[config.mk]
export PLATFORM = sky130hd
export DESIGN_NAME = stage2_sequencer
export DESIGN_NICKNAME = d
export VERILOG_FILES = /design/src/rtl/mlp_pkg.sv /design/src/rtl/vec_shift_buf.sv /design/src/rtl/stage2_sequencer.sv
export SDC_FILE = /design/constraint.sdc
export NUM_CORES = 1
export LEC_CHECK = 0
export CORE_AREA = 2 2 133 135
export DETAILED_ROUTE_END_ITERATION = 8
export DIE_AREA = 0 0 135 137
export PLACE_DENSITY = 0.77
export SETUP_SLACK_MARGIN = 0.05
export SLEW_MARGIN = 20
export SYNTH_ARGS = -nofsm -noshare
export SYNTH_HDL_FRONTEND = slang
export SYNTH_SLANG_ARGS = --single-unit
[constraint.sdc]
create_clock -name clk -period 2 [get_ports clk]
set_input_delay 0.2 -clock clk [delete_from_list [all_inputs] [get_ports clk]]
set_output_delay 0.2 -clock clk [all_outputs]
set_load 0.1 [all_outputs]
[src/rtl/mlp_pkg.sv]
// Shared types for the MLP datapath: default sample width, signed sample type and
// the Stage2 sequencer state encoding.
package mlp_pkg;

  localparam int DATA_WIDTH = 8;

  typedef logic signed [DATA_WIDTH-1:0] sample_t;

  typedef enum logic [2:0] {
    S_IDLE   = 3'd0,
    S_CLEAR  = 3'd1,
    S_FETCH  = 3'd2,
    S_STREAM = 3'd3,
    S_DRAIN  = 3'd4,
    S_OUTPUT = 3'd5
  } seq_state_e;

endpackage

[src/rtl/vec_shift_buf.sv]
// Holds one stage-1 vector; loads all samples in parallel, then shifts one sample
// per beat so that element k sits at the head on beat k.
module vec_shift_buf #(
  parameter int N  = 8,
  parameter int DW = 8
) (
  input  logic            clk,
  input  logic            reset,
  input  logic            load,
  input  logic            shift,
  input  logic [N*DW-1:0] load_data,
  output logic [DW-1:0]   head
);

  logic [N*DW-1:0] data;

  always_ff @(posedge clk) begin
    if (!reset) begin
      data <= '0;
    end else if (load) begin
      data <= load_data;
    end else if (shift) begin
      data <= data >> DW;
    end
  end

  assign head = data[DW-1:0];

endmodule

[src/rtl/stage2_sequencer.sv]
// Sequences one Stage2 layer evaluation: accept a vector, clear the MACs, stream
// samples with their weight rows, wait for the lanes, then hand the result downstream.
module stage2_sequencer #(
  parameter  int S1_NUM        = 8,
  parameter  int S2_NUM        = 8,
  parameter  int DATA_WIDTH    = mlp_pkg::DATA_WIDTH,
  parameter  int DRAIN_TIMEOUT = 16,
  localparam int AW            = (S1_NUM > 1) ? $clog2(S1_NUM) : 1
) (
  input  logic                         clk,
  input  logic                         reset,
  input  logic                         in_valid,
  output logic                         in_ready,
  input  logic [DATA_WIDTH*S1_NUM-1:0] in_vector,
  output logic [AW-1:0]                w_addr,
  input  logic [DATA_WIDTH*S2_NUM-1:0] w_rdata,
  output logic                         mac_reset,
  output logic                         mac_enable,
  output logic [DATA_WIDTH-1:0]        mac_inp,
  output logic [DATA_WIDTH*S2_NUM-1:0] mac_weights,
  input  logic                         mac_rdy,
  input  logic [DATA_WIDTH*S2_NUM-1:0] layer_out,
  output logic                         out_valid,
  input  logic                         out_ready,
  output logic [DATA_WIDTH*S2_NUM-1:0] out_vector,
  output logic                         busy,
  output logic                         err,
  output logic [2:0]                   dbg_state
);

  import mlp_pkg::*;

  localparam int            TW        = $clog2(DRAIN_TIMEOUT + 1);
  localparam logic [AW-1:0] LAST_BEAT = AW'(S1_NUM - 1);
  localparam logic [TW-1:0] LAST_TMO  = TW'(DRAIN_TIMEOUT - 1);

  seq_state_e              state, state_nxt;
  logic [AW-1:0]           beat_cnt;
  logic [TW-1:0]           tmo_cnt;
  logic                    accept;
  logic                    capture;
  logic                    in_stream;
  logic [DATA_WIDTH-1:0]   head;

  // Both ports use valid/ready: a transfer happens on a rising edge where valid and
  // ready are both high; a producer holds valid and its data stable until then.
  assign accept    = in_valid & in_ready;
  assign capture   = (state == S_DRAIN) & mac_rdy;
  assign in_stream = (state == S_STREAM);

  vec_shift_buf #(
    .N  (S1_NUM),
    .DW (DATA_WIDTH)
  ) u_buf (
    .clk       (clk),
    .reset     (reset),
    .load      (accept),
    .shift     (in_stream),
    .load_data (in_vector),
    .head      (head)
  );

  always_ff @(posedge clk) begin
    if (!reset) state <= S_IDLE;
    else        state <= state_nxt;
  end

  always_comb begin
    state_nxt = state;
    case (state)
      S_IDLE:   if (accept) state_nxt = S_CLEAR;
      S_CLEAR:  state_nxt = S_FETCH;
      S_FETCH:  state_nxt = S_STREAM;
      S_STREAM: if (beat_cnt == LAST_BEAT) state_nxt = S_DRAIN;
      S_DRAIN: begin
        if (mac_rdy)                  state_nxt = S_OUTPUT;
        else if (tmo_cnt == LAST_TMO) state_nxt = S_IDLE;
      end
      S_OUTPUT: if (out_valid && out_ready) state_nxt = S_IDLE;
      default:  state_nxt = S_IDLE;
    endcase
  end

  always_ff @(posedge clk) begin
    if (!reset) begin
      beat_cnt   <= '0;
      tmo_cnt    <= '0;
      out_vector <= '0;
      out_valid  <= 1'b0;
      err        <= 1'b0;
    end else begin
      if (in_stream) beat_cnt <= (beat_cnt == LAST_BEAT) ? '0 : beat_cnt + AW'(1);
      else           beat_cnt <= '0;

      if (state == S_DRAIN) tmo_cnt <= tmo_cnt + TW'(1);
      else                  tmo_cnt <= '0;

      if (capture) begin
        out_vector <= layer_out;
        out_valid  <= 1'b1;
      end else if (out_valid && out_ready) begin
        out_valid  <= 1'b0;
      end

      if ((state == S_DRAIN) && !mac_rdy && (tmo_cnt == LAST_TMO)) err <= 1'b1;
    end
  end

  // ROM is one cycle behind the address, so the address runs one row ahead of the
  // beat and parks on the last row rather than wrapping.
  assign w_addr      = !in_stream ? '0 :
                       (beat_cnt == LAST_BEAT) ? LAST_BEAT : beat_cnt + AW'(1);
  assign in_ready    = reset & (state == S_IDLE);
  assign busy        = (state != S_IDLE);
  assign mac_reset   = reset & (state != S_CLEAR);
  assign mac_enable  = in_stream;
  assign mac_inp     = in_stream ? head : '0;
  assign mac_weights = in_stream ? w_rdata : '0;
  assign dbg_state   = state;

endmodule

==> results.yml <==
power:
  total_power_w: 0.008586
  power_switching_w: 0.002630
  pwr-share-comb_pct: 27.2
  pwr-share-clk_pct: 37.7
  pwr-share-seq_pct: 35.1
  power.leakage_nw: 4.487
  internal-power_w: 0.005956
  pwr_density_cell_nw_per_um2: 746.1
  ir_worst_vdd_v: 0.0005668
  p_sw_share_pct: 30.63
sta:
  min_period_over_period_pct: 98.97
  rsz0062_at_grt: "yes"
  relSlewSlack_pct: 67.54
  finalCriticalPeriod_ps: 1979
  worst_pin_slew_ps: 486.9
  setup_viol: 0
  hold_violations: 0
  fin_skew_ps: 7.513
  clock.fmax_mhz: 505.2
  drv_slew: 0
  setup_ws_ps: 20.50
  hold-worst-slack_ps: 141.2
synthesis:
  synth-edff-count: 0
  synth_commonest_cells: "205 x nand2_1, 141 x dfxtp_1, 81 x a21boi_0"
  postSynthAreaPerCell_um2: 8.400
  yosys.area.top_type: "dfxtp_1"
  synth_warnings: 0
  syn-num-nets: 932
  synthFlopType: "dfxtp_1"
  async_flop_share_pct: 0
  synth_top_area_share_pct: 46.03
  syn-cell-area_um2: 6132
  syn_inst: 730
  ys_seq_area_share_pct: 46.03
  ys_types: 32
  ys_ff_latch: 141
  synth.most_common_cell: "nand2_1"
  synthTopCellsByArea: "dfxtp_1 46%, nand2_1 13%, a21boi_0 9.9%, and2_1 7.5%, a22oi_1 5.9%"
floorplanning:
  start_util_pct: 35.95
  die_h_um: 137
  dieArea_um2: 18500
  io_pins: 345
  rows: 48
  core_area_um2: 17060
  die_w_um: 135
detailed_routing:
  vias: 6341
  wl_mm: 22.50
  drt-vias-per-instance: 4.874
  firstDrtPassIters: 4
  wire_per_inst_um: 17.30
  drc: 0
  drt_iter0_drc: 289
  ant_nets: 0
place:
  placed_area_um2: 10620
  gp_congestion: 0.8218
  pre_cts_slack_ps: 197.8
  port_buffers: 344
  hpwl_mm: 16.30
worst_setup_path:
  crit_type: "flip-flop to output pin"
  worstPathArrival_ps: 1780
  critPathRequiredTime_ps: 1800
  reg2reg_slack_ps: 200
  startpoint_type: "flip-flop"
  endpoint_kind: "output pin"
  worstPathMaxFanout: 18
grt:
  use_met3_pct: 6.704
  use_met1_pct: 25.47
  track_usage_pct: 23.64
  grt_pass1_vias: 6354
  grt_pass1_wl_mm: 33.98
  antenna_found_initial: 1
  grt_max_degree: 123
  grt_remaining_overflow: 0
  grt_busiest_layer: "met2"
  met2_usage_pct: 44.08
cts:
  clkSinkCount: 141
  clk_pin_slew_ps: 60
  htree_num_levels: 4
  cts_tree: "built"
  cts_max_path_buffers: 2
  numCtsBuffers: 17
  clk_latency_ps: 420
  ctsRootBufferMaster: "clkbuf_16"
  holdBufCountCts: 0
finish:
  synthToLayoutAreaGrowth_pct: 87.66
  drive_above_1_share_pct: 27.72
  final_nets: 1264
  design_area_um2: 11510
  num-fill-cells: 1336
  final_core_util_pct: 67.47
status:
  status: "finished clean"
hold_path:
  worst_hold_path_type: "primary input to flip-flop"
job:
  drv_cap: 0
[power by group through the flow]
| stage | clock network, W | registers, W | logic (W) |
|---|---|---|---|
| 2_1_floorplan | 0 | 0.00321 | 0.00117 |
| 3_3_place_gp | 0 | 0.00310 | 0.00218 |
| 3_5_place_dp | 0 | 0.00310 | 0.00219 |
| 4_1_cts | 0.00329 | 0.00302 | 0.00234 |
| 5_1_grt | 0.00341 | 0.00303 | 0.00245 |
| 6_report | 0.00323 | 0.00302 | 0.00234 |
[area by class of cell]
| type | count | area (µm²) | share of cell area, % |
|---|---|---|---|
| antenna | 1 | 2.502 | 0.02175 |
| sequential | 141 | 2835 | 24.64 |
| tap | 225 | 281.5 | 2.446 |
| inverter | 9 | 36.28 | 0.3153 |
| clock inverter | 11 | 131.4 | 1.142 |
| multi-input combinational | 519 | 3242 | 28.17 |
| timing repair buffer | 374 | 4497 | 39.08 |
| clock buffer | 21 | 481.7 | 4.186 |
[what timing repair did]
| item | in CTS | in global routing |
|---|---|---|
| buffers inserted | 10 | 2 |
| gates cloned | 5 | 0 |
| pin swaps | 0 | 12 |
| gates resized for setup | 7 | 6 |
| setup endpoints to repair | 72 | 98 |
[worst max-delay path, stage by stage, from the launching register on]
cell	delay [ps]
dfxtp_4	340
nand3b_1	230
inv_4	130
buf_12	150
buf_12	160
and2_4	170
buf_12	170
[sequential cells by signal, summed over array words and instances, names as in the netlist]
register    count
dbg_state       3
tmo_cnt         5
out_vector     64
u_buf.data     64
err             1
beat_cnt        3
out_valid       1
[path summary, 6_finish.rpt]
kind                            cells after the start          from             end
worst min-delay path                                2         reset             err
worst max register to register                      6  dbg_state[0]  out_vector[46]
worst min register to register                      1    tmo_cnt[0]      tmo_cnt[0]
worst max-delay path                                6  dbg_state[2]      mac_inp[3]
[cells by family (layout without fill, tap and decap cells)]
family                     Yosys count  after routing  share of synthesized area [%]
adders and majority gates            5              5                          1.020
muxes                                1              1                         0.1632
AOI/OAI and AO/OA                  187            187                          23.12
DFF                                141            141                          46.03
and+or+nand+nor                    324            324                          24.22
xor gates and xnor gates             2              2                         0.2857
other                                0              1                              0
buffers and inverters               70            415                          5.162
[through the flow]
step / setup TNS (ps) / cells
final: 0 / 1301
after global placement: 0 / 1253
after CTS: 0 / 1299
after detailed placement: 0 / 1253
after global routing: -428.3 / 1301
after floorplan: -35970 / 730
[metal layers]
metal  vias to the layer above  share of wire [%]
met4                         0                1.9
met3                        27                7.1
met2                       236                 53
met1                      2974                 38
li1                       3104                  -
met5                         -                  0
[cells in the final DEF (no fill, tap or decap), types with 2 or more instances in the layout]
cell type          n
a21boi_0          81
a21boi_1          40
a21oi_4            2
a22oi_1           48
and2_2             2
and2_4            71
and3_1             3
buf_12            87
buf_16             4
buf_4             85
buf_6              2
bufinv_16          2
clkbuf_16         18
clkbuf_8           2
clkdlybuf4s50_1  195
clkinv_2           2
clkinv_4           3
clkinvlp_4         2
dfxtp_1          137
dfxtp_4            3
ha_1               4
inv_1              8
nand2_1          204
nand2b_1           3
nand3_1           19
nor2_1             9
nor2_4             2
nor3_1             2
o211a_1            8
o21a_1             2
o2bb2ai_1          2
Power figures use the tool's default switching activity.
